File: src/rtl/stream_checksum.sv
// Streaming RFC 1071 Internet checksum engine.
// Beats arrive on a valid/ready stream with byte keep and last marking. A
// 16-bit one's-complement sum is accumulated across the packet, and the
// checksum (~sum) plus a verify flag is then offered on a result handshake.
// DATA_W must be a multiple of 16 and at least 16.

// Per-lane byte masking: keep[1] qualifies the high (first on the wire) byte.
module csum_lane (
  input  logic [15:0] data,
  input  logic [1:0]  keep,
  output logic [15:0] masked
);
  assign masked = {keep[1] ? data[15:8] : 8'h00,
                   keep[0] ? data[7:0]  : 8'h00};
endmodule

module stream_checksum #(
  parameter int          DATA_W   = 32,
  parameter logic [15:0] INIT_SUM = 16'h0000
) (
  input  logic                clk,
  input  logic                rst,
  input  logic                in_valid,
  output logic                in_ready,
  input  logic [DATA_W-1:0]   in_data,
  input  logic [DATA_W/8-1:0] in_keep,
  input  logic                in_last,
  output logic                csum_valid,
  input  logic                csum_ready,
  output logic [15:0]         csum,
  output logic                csum_ok
);
  localparam int NLANE = DATA_W / 16;
  localparam int KW    = DATA_W / 8;
  // Lane sum width, plus one bit of headroom for adding the accumulator.
  localparam int LW    = 16 + $clog2(NLANE + 1);
  localparam int RW    = LW + 1;

  typedef enum logic [1:0] {IDLE, ACCUM, DONE} state_t;

  state_t state, state_nxt;

  logic [15:0]             acc;
  logic [15:0]             csum_q;
  logic                    ok_q;
  logic [NLANE-1:0][15:0]  lane;
  logic [LW-1:0]           lane_sum;
  logic [15:0]             base;
  logic [RW-1:0]           raw;
  logic [16:0]             fold1;
  logic [15:0]             fold2;
  logic                    fire;

  // Lane 0 is the most-significant 16 bits of the beat (network order).
  for (genvar g = 0; g < NLANE; g++) begin : g_lane
    csum_lane u_lane (
      .data   (in_data[DATA_W-1-16*g -: 16]),
      .keep   (in_keep[KW-1-2*g -: 2]),
      .masked (lane[g])
    );
  end

  // Ready is dropped combinationally during reset so nothing is accepted then.
  assign in_ready   = !rst && (state != DONE);
  assign fire       = in_valid && in_ready;
  assign csum_valid = (state == DONE);
  assign csum       = csum_q;
  assign csum_ok    = ok_q;

  // A packet's first beat adds onto INIT_SUM regardless of what acc holds.
  assign base = (state == IDLE) ? INIT_SUM : acc;

  // Sum all lanes of the beat into a wide raw value.
  always_comb begin
    lane_sum = '0;
    for (int i = 0; i < NLANE; i++)
      lane_sum = lane_sum + LW'(lane[i]);
  end

  // Add the running sum, then two end-around-carry folds bring it to 16 bits;
  // the second fold can only carry when the first left a tiny low half.
  assign raw   = RW'(lane_sum) + RW'(base);
  assign fold1 = 17'(raw[15:0]) + 17'(raw[RW-1:16]);
  assign fold2 = fold1[15:0] + 16'(fold1[16]);

  // State register.
  always_ff @(posedge clk) begin
    if (rst) state <= IDLE;
    else     state <= state_nxt;
  end

  // Next-state logic: beats accumulate until last, then hold for the result.
  always_comb begin
    state_nxt = state;
    case (state)
      IDLE, ACCUM: if (fire) state_nxt = in_last ? DONE : ACCUM;
      DONE:        if (csum_ready) state_nxt = IDLE;
      default:     state_nxt = IDLE;
    endcase
  end

  // Accumulator and result registers; the result holds after hand-off.
  always_ff @(posedge clk) begin
    if (rst) begin
      acc    <= INIT_SUM;
      csum_q <= 16'h0000;
      ok_q   <= 1'b0;
    end else if (fire) begin
      acc <= fold2;
      if (in_last) begin
        csum_q <= ~fold2;
        ok_q   <= (fold2 == 16'hFFFF);
      end
    end else if (state == DONE && csum_ready) begin
      acc <= INIT_SUM;
    end
  end
endmodule

File: config.mk
export PLATFORM = sky130hd
export DESIGN_NAME = stream_checksum
export DESIGN_NICKNAME = d
export VERILOG_FILES = /design/src/rtl/stream_checksum.sv
export SDC_FILE = /design/constraint.sdc
export NUM_CORES = 1
export LEC_CHECK = 0
export CORE_MARGIN = 3
export CORE_UTILIZATION = 30
export CTS_CLUSTER_DIAMETER = 200
export DETAILED_ROUTE_END_ITERATION = 16
export HOLD_SLACK_MARGIN = 0.08
export PLACE_DENSITY = 0.55
export SLEW_MARGIN = 20
export SYNTH_ARGS = -nofsm -noshare
export SYNTH_HDL_FRONTEND = slang
export SYNTH_SLANG_ARGS = --single-unit
File: constraint.sdc
create_clock -name clk -period 11.05 [get_ports clk]
set_input_delay 2.21 -clock clk [delete_from_list [all_inputs] [get_ports clk]]
set_output_delay 2.21 -clock clk [all_outputs]
set_load 0.01 [all_outputs]
==> reports/metrics.cfg, run 1 <==
[yosys]
syn_nets=513
syn-cell-area_um2=3390
synth-main-ff-cell=dfxtp_1
synth_edf_count=0
ys_seq_area_share_pct=20.7
postSynthAreaPerCell_um2=7.78
ys_async_sr_fraction_pct=0
syn_inst=435
ys_types=67
yosys_warnings=0
synth_seq_cells=35

[hold_path]
hp-start=csum[10]
hp-class=flip-flop to flip-flop
hold_depth=2
min_to=csum[10]

[clocking]
numCtsBuffers=5
worstSkewPairLatency_ps=280
postCtsHoldBufs=0
cts-resized-gates=0
cts-root-buf=clkbuf_16
clkTransAtPathRegs_ps=50
cts_sinks=35
cts_buffer_depth=2
htreeDepth=2
cts_tree=yes
postCtsSetupRepairBufs=0

[finish]
drive_gt1_share_pct=5.20
fill_cells=1160
syn_to_final_growth_pct=24.8
antenna_cells=0
fin_nets=559

[outcome]
status=finished, final reports clean

[floorplanning]
die_x_um=112
start_util_pct=31.0
fp-row-count=38
fp.coreArea_um2=10900
dieArea_um2=12600
ios=60
fp.dieH_um=112

[timing]
fin_crit_sh_pct=77.3
setup_viol=0
max_freq_ghz=0.117
layout_min_cycle_time_ps=8550
slew_viol_final=0
hold_violations=0
worst_slew_pin_slew_ps=914
slew_headroom_pct=38.6
tns_ps=0
whs_ps=452
clock_skew_ps=3.31
rsz0062_at_grt=no

[critical_path]
start_kind=primary input
endpoint_kind=flip-flop
cp_top_family=simple AND/OR/NAND/NOR gates
crit_slowest_cell=clkdlybuf4s50_1
critPathRequiredTime_ps=11250
rr_startpoint=state[1]
crit_cells=29
cp.arrival_ps=8750
criticalPathCategory=primary input to flip-flop
reg2reg_to=csum_ok
reg2reg_depth=29
rrSetupSlack_ps=4310
crit_fanout=10
critPathBufInv=2
cp_slowest_stage_delay_ps=650

[power]
power_leakage_nw=1.77
powerDensity_nw_per_um2=108
ir_worst_vdd_mv=0.0765

[place]
place.gp.congestion=0.871
port-buffer-count=59
hpwl_mm=7.11

[global_routing]
grt_max_degree=34
grt_pass1_wl_mm=14.8
grt_usage_pct=14.0
overflow=0
grt_pass1_vias=3098
grt_antenna_before_repair=0

[route]
ant_nets=0
drt_iter0_markers=117
drt_wl_total_mm=8.69
route.detailed.drc=0
post_drt_wl_per_cell_um=14.0
viasPerCell=4.99
first_pass_iters=4
vias=3101

[job]
cap_violations=0

cells by family after synthesis:
logic type,after synthesis,synth area share (%)
flops,35,20.7
compound gates,89,19.6
mux,1,0.296
buf+inv,59,6.65
xor+xnor,29,7.95
simple gates,184,26.9
fa+ha+maj,38,18.0
final cells by class:
| cell class | instances | area [um2] | area share (%) |
|---|---|---|---|
| inverters | 37 | 139 | 3.29 |
| clock buffers | 6 | 139 | 3.29 |
| flip-flops and latches | 35 | 701 | 16.6 |
| multi-input cells | 341 | 2460 | 58.2 |
| repair buffers | 61 | 606 | 14.3 |
| clock inverters | 1 | 5.00 | 0.118 |
| well taps | 140 | 175 | 4.15 |
metrics by stage:
step                std cells  total power [mW]  worst slack (ps)  util (%)  instance area [um2]
global placement          614             0.322              2450      37.3                 4080
detailed placement        614             0.323              2210      37.3                 4080
CTS                       621             0.463              2480      38.6                 4220
finish                    621             0.457              2500      38.6                 4220
global route              621             0.487              1830      38.6                 4220
floorplan                 435             0.267              3170         -                 3390
report_power, final:
part | total, mW | switching (mW) | internal [mW]
registers | 0.139 | 0.00432 | 0.135
clock network | 0.136 | 0.0486 | 0.0878
logic | 0.182 | 0.107 | 0.0747
total | 0.457 | 0.160 | 0.297
cell usage after synthesis (3+ instances only):
master	number	share of area, %
o21ai_0	7	1.0
xnor2_1	16	4.1
fa_1	18	11
a211oi_1	15	3.3
nand4_1	4	0.74
and2_1	7	1.3
nor3_1	5	0.74
nand2b_1	5	0.92
ha_1	19	7.0
nor2_1	49	5.4
clkbuf_1	19	2.1
a2111o_1	3	1.0
nand2_1	71	7.9
a31oi_1	4	0.74
and3_1	8	1.5
nor3b_1	3	0.67
xor2_1	11	2.8
nand3_1	8	1.2
nor2b_1	3	0.55
a21oi_1	17	2.5
a22oi_1	11	2.4
inv_1	37	4.1
dfxtp_1	35	21
a21o_1	5	1.1
flip-flops by register name (all words and copies together) (netlist names):
signal,cells
acc,16
csum,16
csum_ok,1
state,2
layer usage:
metal	GRT usage (%)	vias to the layer above	wire [um]
li1	-	1591	-
met1	19.4	1436	4200
met2	23.6	70	4090
met3	1.46	4	350
met4	3.37	0	51
met5	0	-	0
worst register-to-register path, delay by kind of cell, from the launching register on:
kind	cells	cell delay, ps
simple gates	14	2600
fa+ha+maj	6	1790
compound gates	6	1430
xor+xnor	2	460
flops	1	340
buf+inv	1	40
placed cells by master, fill, tap and decap left out, types with 2 or more instances in the layout:
master           netlist  layout
a211oi_1              15      15
clkbuf_16              0       5
a2111oi_0              2       2
a22oi_1               11      11
nor2_1                49      49
buf_4                  0       2
o31a_1                 2       2
a21o_1                 5       5
nor4_1                 2       2
a32o_1                 2       2
xor2_1                11      11
ha_1                  19      19
nor4_2                 2       2
inv_1                 37      37
fa_1                  18      18
and3_1                 8       8
clkdlybuf4s50_1        0      59
a31oi_1                4       4
a211o_1                2       2
o21a_1                 2       2
nor2b_1                3       3
a21oi_1               17      17
or3_1                  2       2
xnor2_2                2       2
o21ai_0                7       7
nand2_1               71      71
nand3_1                8       8
nand2b_1               5       5
xnor2_1               16      16
and4_1                 2       2
a2111o_1               3       3
nand4_1                4       4
dfxtp_1               35      35
nand4b_1               2       2
nor3_1                 5       5
nor3b_1                3       3
and2_1                 7       7
how the worst max path moves through the flow:
| stage | start | endpoint | slack, ps |
|---|---|---|---|
| finish | in_keep[2] | csum_ok | 2500 |
| floorplan | in_keep[2] | csum_ok | 3170 |
| CTS | in_keep[2] | csum_ok | 2480 |
| global placement | in_keep[2] | csum_ok | 2450 |
| global route | in_keep[2] | csum_ok | 1830 |
| detailed placement | in_keep[2] | csum_ok | 2210 |
Note: power is estimated with default switching activity, not from simulation.
==> inputs of run 2 (changes only) <==
clock period = 7.9 ns   (was 11.05 ns; I/O delays follow)
==> run 2 against run 1 <==
Compared with the run above:
- routed wire length is 2.6% higher
- sequential share of layout area is 0.60 points lower
- clock skew is 1.5 ps higher
- cell count is 2.9% higher
- register-to-register slack worse by 2900 ps
- flip-flop and latch count stayed put
- design area is 3.7% higher
- first-iteration DRC count is 44% higher
- critical endpoint unchanged
- highest routed layer unchanged
==> reports/metrics.cfg, run 2 (synthesis results as in run 1) <==
[timing]
layout_min_cycle_time_ps=7410
worst_slew_pin_slew_ps=837  ; -77.4 ps
slew_viol_final=0  ; unchanged
fin_crit_sh_pct=93.8
max_freq_ghz=0.135
whs_ps=453  ; +0.386 ps
rsz0062_at_grt=no
hold_violations=0  ; unchanged
clock_skew_ps=4.86  ; +1.55 ps
finalWorstSetupSlack_ps=488  ; -2020 ps
slew_headroom_pct=44.2  ; +5.6 points
setup_viol=0  ; unchanged

[power]
power_leakage_nw=1.89  ; +6.6%
powerDensity_nw_per_um2=154  ; +42%
ir_worst_vdd_mv=0.111  ; +45%

[critical_path]
cp.arrival_ps=7610  ; -1140 ps
crit_slowest_cell=fa_1
reg2reg_depth=29  ; unchanged
endpoint_kind=flip-flop
cp_slowest_stage_delay_ps=570  ; -80 ps
crit_fanout=5  ; -5
critPathRequiredTime_ps=8100  ; -3150 ps
criticalPathCategory=primary input to flip-flop
start_kind=primary input

[place]
port-buffer-count=59  ; unchanged
place_inst=631  ; +2.8%
pre_cts_slack_ps=-46.8  ; -2260 ps
hpwl_mm=7.30  ; +2.7%
place.gp.congestion=0.861  ; -1.1%

[finish]
finalNonFillerCells=639  ; +2.9%
drive_gt1_share_pct=8.82  ; +3.6 points
syn_to_final_growth_pct=29.4
antenna_cells=0  ; unchanged
final_common_cell=nand2_1
fin_nets=576  ; +3.0%
fill_cells=1144  ; -1.4%
mostFrequentLayoutCells=nand2_1, clkdlybuf4s50_1, nor2_1, inv_1, dfxtp_1

[global_routing]
use_met3_pct=1.56  ; +0.11 points
grt_pass1_vias=3200  ; +3.3%
top_usage_layer=met2
met2_usage_pct=24.3  ; +0.72 points
overflow=0  ; unchanged
grt_antenna_before_repair=0  ; unchanged
grt_max_degree=34  ; unchanged
grt_pass1_wl_mm=15.1  ; +2.1%
met1_usage_pct=19.5  ; +0.067 points
grt_usage_pct=14.3  ; +0.27 points

[clocking]
cts_buffer_depth=2  ; unchanged
postCtsHoldBufs=0  ; unchanged
numCtsBuffers=5  ; unchanged
cts-root-buf=clkbuf_16
cts_sinks=35  ; unchanged
htreeDepth=2  ; unchanged
postCtsSetupRepairBufs=0  ; unchanged
cts-resized-gates=0  ; unchanged
clkTransAtPathRegs_ps=50  ; about the same
cts_tree=yes
worstSkewPairLatency_ps=280  ; about the same

[outcome]
status=finished, final reports clean

[route]
route.detailed.drc=0  ; unchanged
drt_iter0_markers=169  ; +44%
ant_nets=0  ; unchanged
drt_wl_total_mm=8.92  ; +2.6%
vias=3230  ; +4.2%
first_pass_iters=4  ; unchanged
viasPerCell=5.05  ; +1.2%
post_drt_wl_per_cell_um=14.0  ; -0.24%

[floorplanning]
fp.dieH_um=112  ; unchanged
dieArea_um2=12600  ; unchanged
fp-row-count=38  ; unchanged
ios=60  ; unchanged
fp.coreArea_um2=10900  ; unchanged
start_util_pct=31.0  ; unchanged
die_x_um=112  ; unchanged

[hold_path]
hp-class=flip-flop to flip-flop
hold_depth=2  ; unchanged

[job]
cap_violations=0  ; unchanged

[run 2: cell count changes in the layout (fill, tap and decap cells not counted), sizes merged]
cell and delta:
clkdlybuf4s50 -3, buf +17, clkinv -1, clkbuf +2
dlymetal6s2s +3
[run 2: layer usage]
layer  part of all wire (%)  routed length (um)
met4                    1.1                  97
met2                     48                4260
met1                     48                4260
met3                    3.3                 296
met5                      0                   0
[run 2: worst max-delay path: cells and delay by family]
kind	cells	cell delay [ps]
adders and majority gates	6	2080
and+or+nand+nor	13	1820
AOI/OAI and AO/OA	6	1360
buffers and inverters	2	520
xor gates and xnor gates	2	230
[run 2: cell type report]
cell class | instances | area, um2 | share of cell area (%)
multi-input cells | 341 | 2470 | 56.4
repair buffers | 78 | 741 | 16.9
flip-flops and latches | 35 | 701 | 16.0
well taps | 140 | 175 | 4.00
clock buffers | 8 | 156 | 3.57
inverters | 37 | 139 | 3.17
[run 2: through the flow]
step / power (mW) / setup TNS (ps) / instance area, um2 / util (%)
after detailed placement: 0.474 / -46.8 / 4210 / 38.5
final: 0.674 / 0 / 4380 / 40.1
after global placement: 0.472 / 0 / 4210 / 38.5
after floorplan: 0.374 / 0 / 3390 / -
after global routing: 0.716 / 0 / 4380 / 40.1
after CTS: 0.680 / 0 / 4360 / 39.9
[run 2: final timing paths]
| kind | end | slack [ps] | startpoint |
|---|---|---|---|
| setup / recovery | csum_ok | 490 | in_data[18] |
| hold / removal | csum[5] | 450 | csum[5] |
| setup reg to reg | csum_ok | 1400 | state[1] |
| hold reg to reg | csum[5] | 450 | csum[5] |
[run 2: report_power, final]
part           switching, mW  internal, mW
Clock                 0.0695         0.134
Sequential           0.00609         0.189
Combinational          0.155         0.121
Total                  0.230         0.444
==> inputs of run 3 (changes only) <==
CORE_ASPECT_RATIO = 1.75   (was unset)
==> run 3 against run 2 <==
Compared with the run above:
- setup slack got worse by 49 ps
- clock power about the same
- critical path type unchanged
- clock skew decreased by 3.4 ps
- via count decreased by 1.6%
- first-iteration DRC count decreased by 47%
- global-route usage increased by 0.73 points
==> reports/metrics.cfg, run 3 (synthesis results as in run 1) <==
[critical_path]
crit_cells=29  ; unchanged
criticalPathCategory=primary input to flip-flop
reg2reg_depth=29  ; unchanged
start_kind=primary input
crit_slowest_cell=clkdlybuf4s50_1
cp.arrival_ps=7660  ; +50 ps
endpoint_kind=flip-flop
cp_top_family=adder cells
crit_fanout=8  ; +3
critPathBufInv=2  ; unchanged
critPathRequiredTime_ps=8100  ; about the same
cp_slowest_stage_delay_ps=580  ; about the same

[timing]
rsz0062_at_grt=no
slew_headroom_pct=41.8  ; -2.4 points
fin_crit_sh_pct=94.4  ; +0.62 points
max_freq_ghz=0.134  ; -0.65%
setup_viol=0  ; unchanged
slew_viol_final=0  ; unchanged
tns_ps=0  ; unchanged
layout_min_cycle_time_ps=7460  ; +48.7 ps
whs_ps=455  ; +2.22 ps
clock_skew_ps=1.47  ; -3.39 ps
worst_slew_pin_slew_ps=873  ; +36.4 ps
hold_violations=0  ; unchanged

[floorplanning]
dieArea_um2=12600  ; +0.40%
fp.dieH_um=147  ; +31%
ios=60  ; unchanged
start_util_pct=31.1  ; +0.14 points
die_x_um=86.3  ; -23%
fp.coreArea_um2=10900  ; -0.46%
fp-row-count=50  ; +32%

[global_routing]
grt_pass1_vias=3284  ; +2.6%
met2_usage_pct=29.9  ; +5.6 points
grt_pass1_wl_mm=15.3  ; +1.1%
grt_usage_pct=15.0  ; +0.73 points
top_usage_layer=met2
use_met3_pct=0.960  ; -0.60 points
overflow=0  ; unchanged
grt_antenna_before_repair=0  ; unchanged
met1_usage_pct=15.7  ; -3.8 points
grt_max_degree=34  ; unchanged

[power]
ir_worst_vdd_mv=0.153  ; +38%
p_sw_share_pct=34.0  ; -0.14 points
power_uw=670  ; -0.60%
internal_power_uw=442  ; -0.39%
power.switching_uw=228  ; -0.99%
p_comb_share_pct=40.7  ; -0.2 points
power.sequential.fraction_pct=29.0  ; about the same
clock_power_share_pct=30.2  ; about the same
power_leakage_nw=1.87  ; -0.79%
powerDensity_nw_per_um2=154  ; about the same

[place]
place.gp.congestion=0.825  ; -4.3%
port-buffer-count=59  ; unchanged
hpwl_mm=7.80  ; +6.8%

[clocking]
cts-root-buf=clkbuf_16
cts_tree=yes
htreeDepth=2  ; unchanged
postCtsSetupRepairBufs=0  ; unchanged
numCtsBuffers=5  ; unchanged
cts_buffer_depth=2  ; unchanged
worstSkewPairLatency_ps=280  ; about the same
clkTransAtPathRegs_ps=50  ; about the same
cts_sinks=35  ; unchanged

[finish]
fill_cells=1159  ; +1.3%
final_common_cell=nand2_1
antenna_cells=0  ; unchanged
final_core_util_pct=40.0  ; -0.057 points
seqCellArea_um2=701  ; unchanged
drive_gt1_share_pct=8.43  ; -0.38 points
mostFrequentLayoutCells=nand2_1, clkdlybuf4s50_1, nor2_1, inv_1, dfxtp_1
syn_to_final_growth_pct=28.6
multiInputGateArea_um2=2470  ; -0.15%
fin_nets=575  ; -0.17%

[route]
vias=3179  ; -1.6%
route.detailed.drc=0  ; unchanged
ant_nets=0  ; unchanged
first_pass_iters=4  ; unchanged
viasPerCell=5.06  ; +0.14%
drt_iter0_markers=89  ; -47%
post_drt_wl_per_cell_um=14.6  ; +4.3%
drt_wl_total_mm=9.14  ; +2.5%

[outcome]
status=finished, final reports clean

[job]
cap_violations=0  ; unchanged

[hold_path]
hp-class=flip-flop to flip-flop
hold_depth=2  ; unchanged

## run 3: final timing paths
| path | startpoint | to | slack, ps |
|---|---|---|---|
| setup / recovery | in_keep[3] | csum_ok | 440 |
| hold / removal | csum[10] | csum[10] | 450 |
| setup reg to reg | state[1] | csum_ok | 1430 |
| hold reg to reg | csum[10] | csum[10] | 450 |
## run 3: worst reg2reg max path, delay by kind of cell, from the launching register on
kind | cells | cell delay [ps]
flip-flops | 1 | 350
buffers and inverters | 1 | 40
AO/OA/AOI/OAI | 6 | 1350
AND/OR/NAND/NOR | 14 | 2290
adder cells (fa/ha/maj) | 6 | 2100
XOR/XNOR | 2 | 260
## run 3: what timing repair did
item / 4_1_cts / 5_1_grt
endpoints found under the setup margin: 0 / 3
hold buffers: 0 / 0
gates resized for setup: 0 / 4
## run 3: through the flow
step	worst slack (ps)	cell area (um2)	instances
finish	440	4360	628
global route	34.7	4360	628
CTS	181	4340	628
detailed placement	-87.7	4190	620
global placement	45.0	4190	620
floorplan	646	3390	435
## run 3: power by group through the flow
stage / clock [mW] / combinational, mW / sequential, mW
2_1_floorplan: 0 / 0.175 / 0.199
3_3_place_gp: 0 / 0.271 / 0.198
3_5_place_dp: 0 / 0.274 / 0.198
4_1_cts: 0.207 / 0.276 / 0.195
5_1_grt: 0.214 / 0.303 / 0.196
6_report: 0.203 / 0.273 / 0.194
## run 3: final cells by class
cell class                 instances  share of cell area [%]
inverter                          37                    3.19
tap                              130                    3.73
multi-input combinational        341                    56.6
clock buffer                       8                    3.59
timing repair buffer              77                    16.8
sequential                        35                    16.1
## run 3: metal layers
layer,routed length (um),vias up
met5,0,-
met4,135,0
met3,186,8
met2,5400,38
met1,3420,1517
li1,-,1616
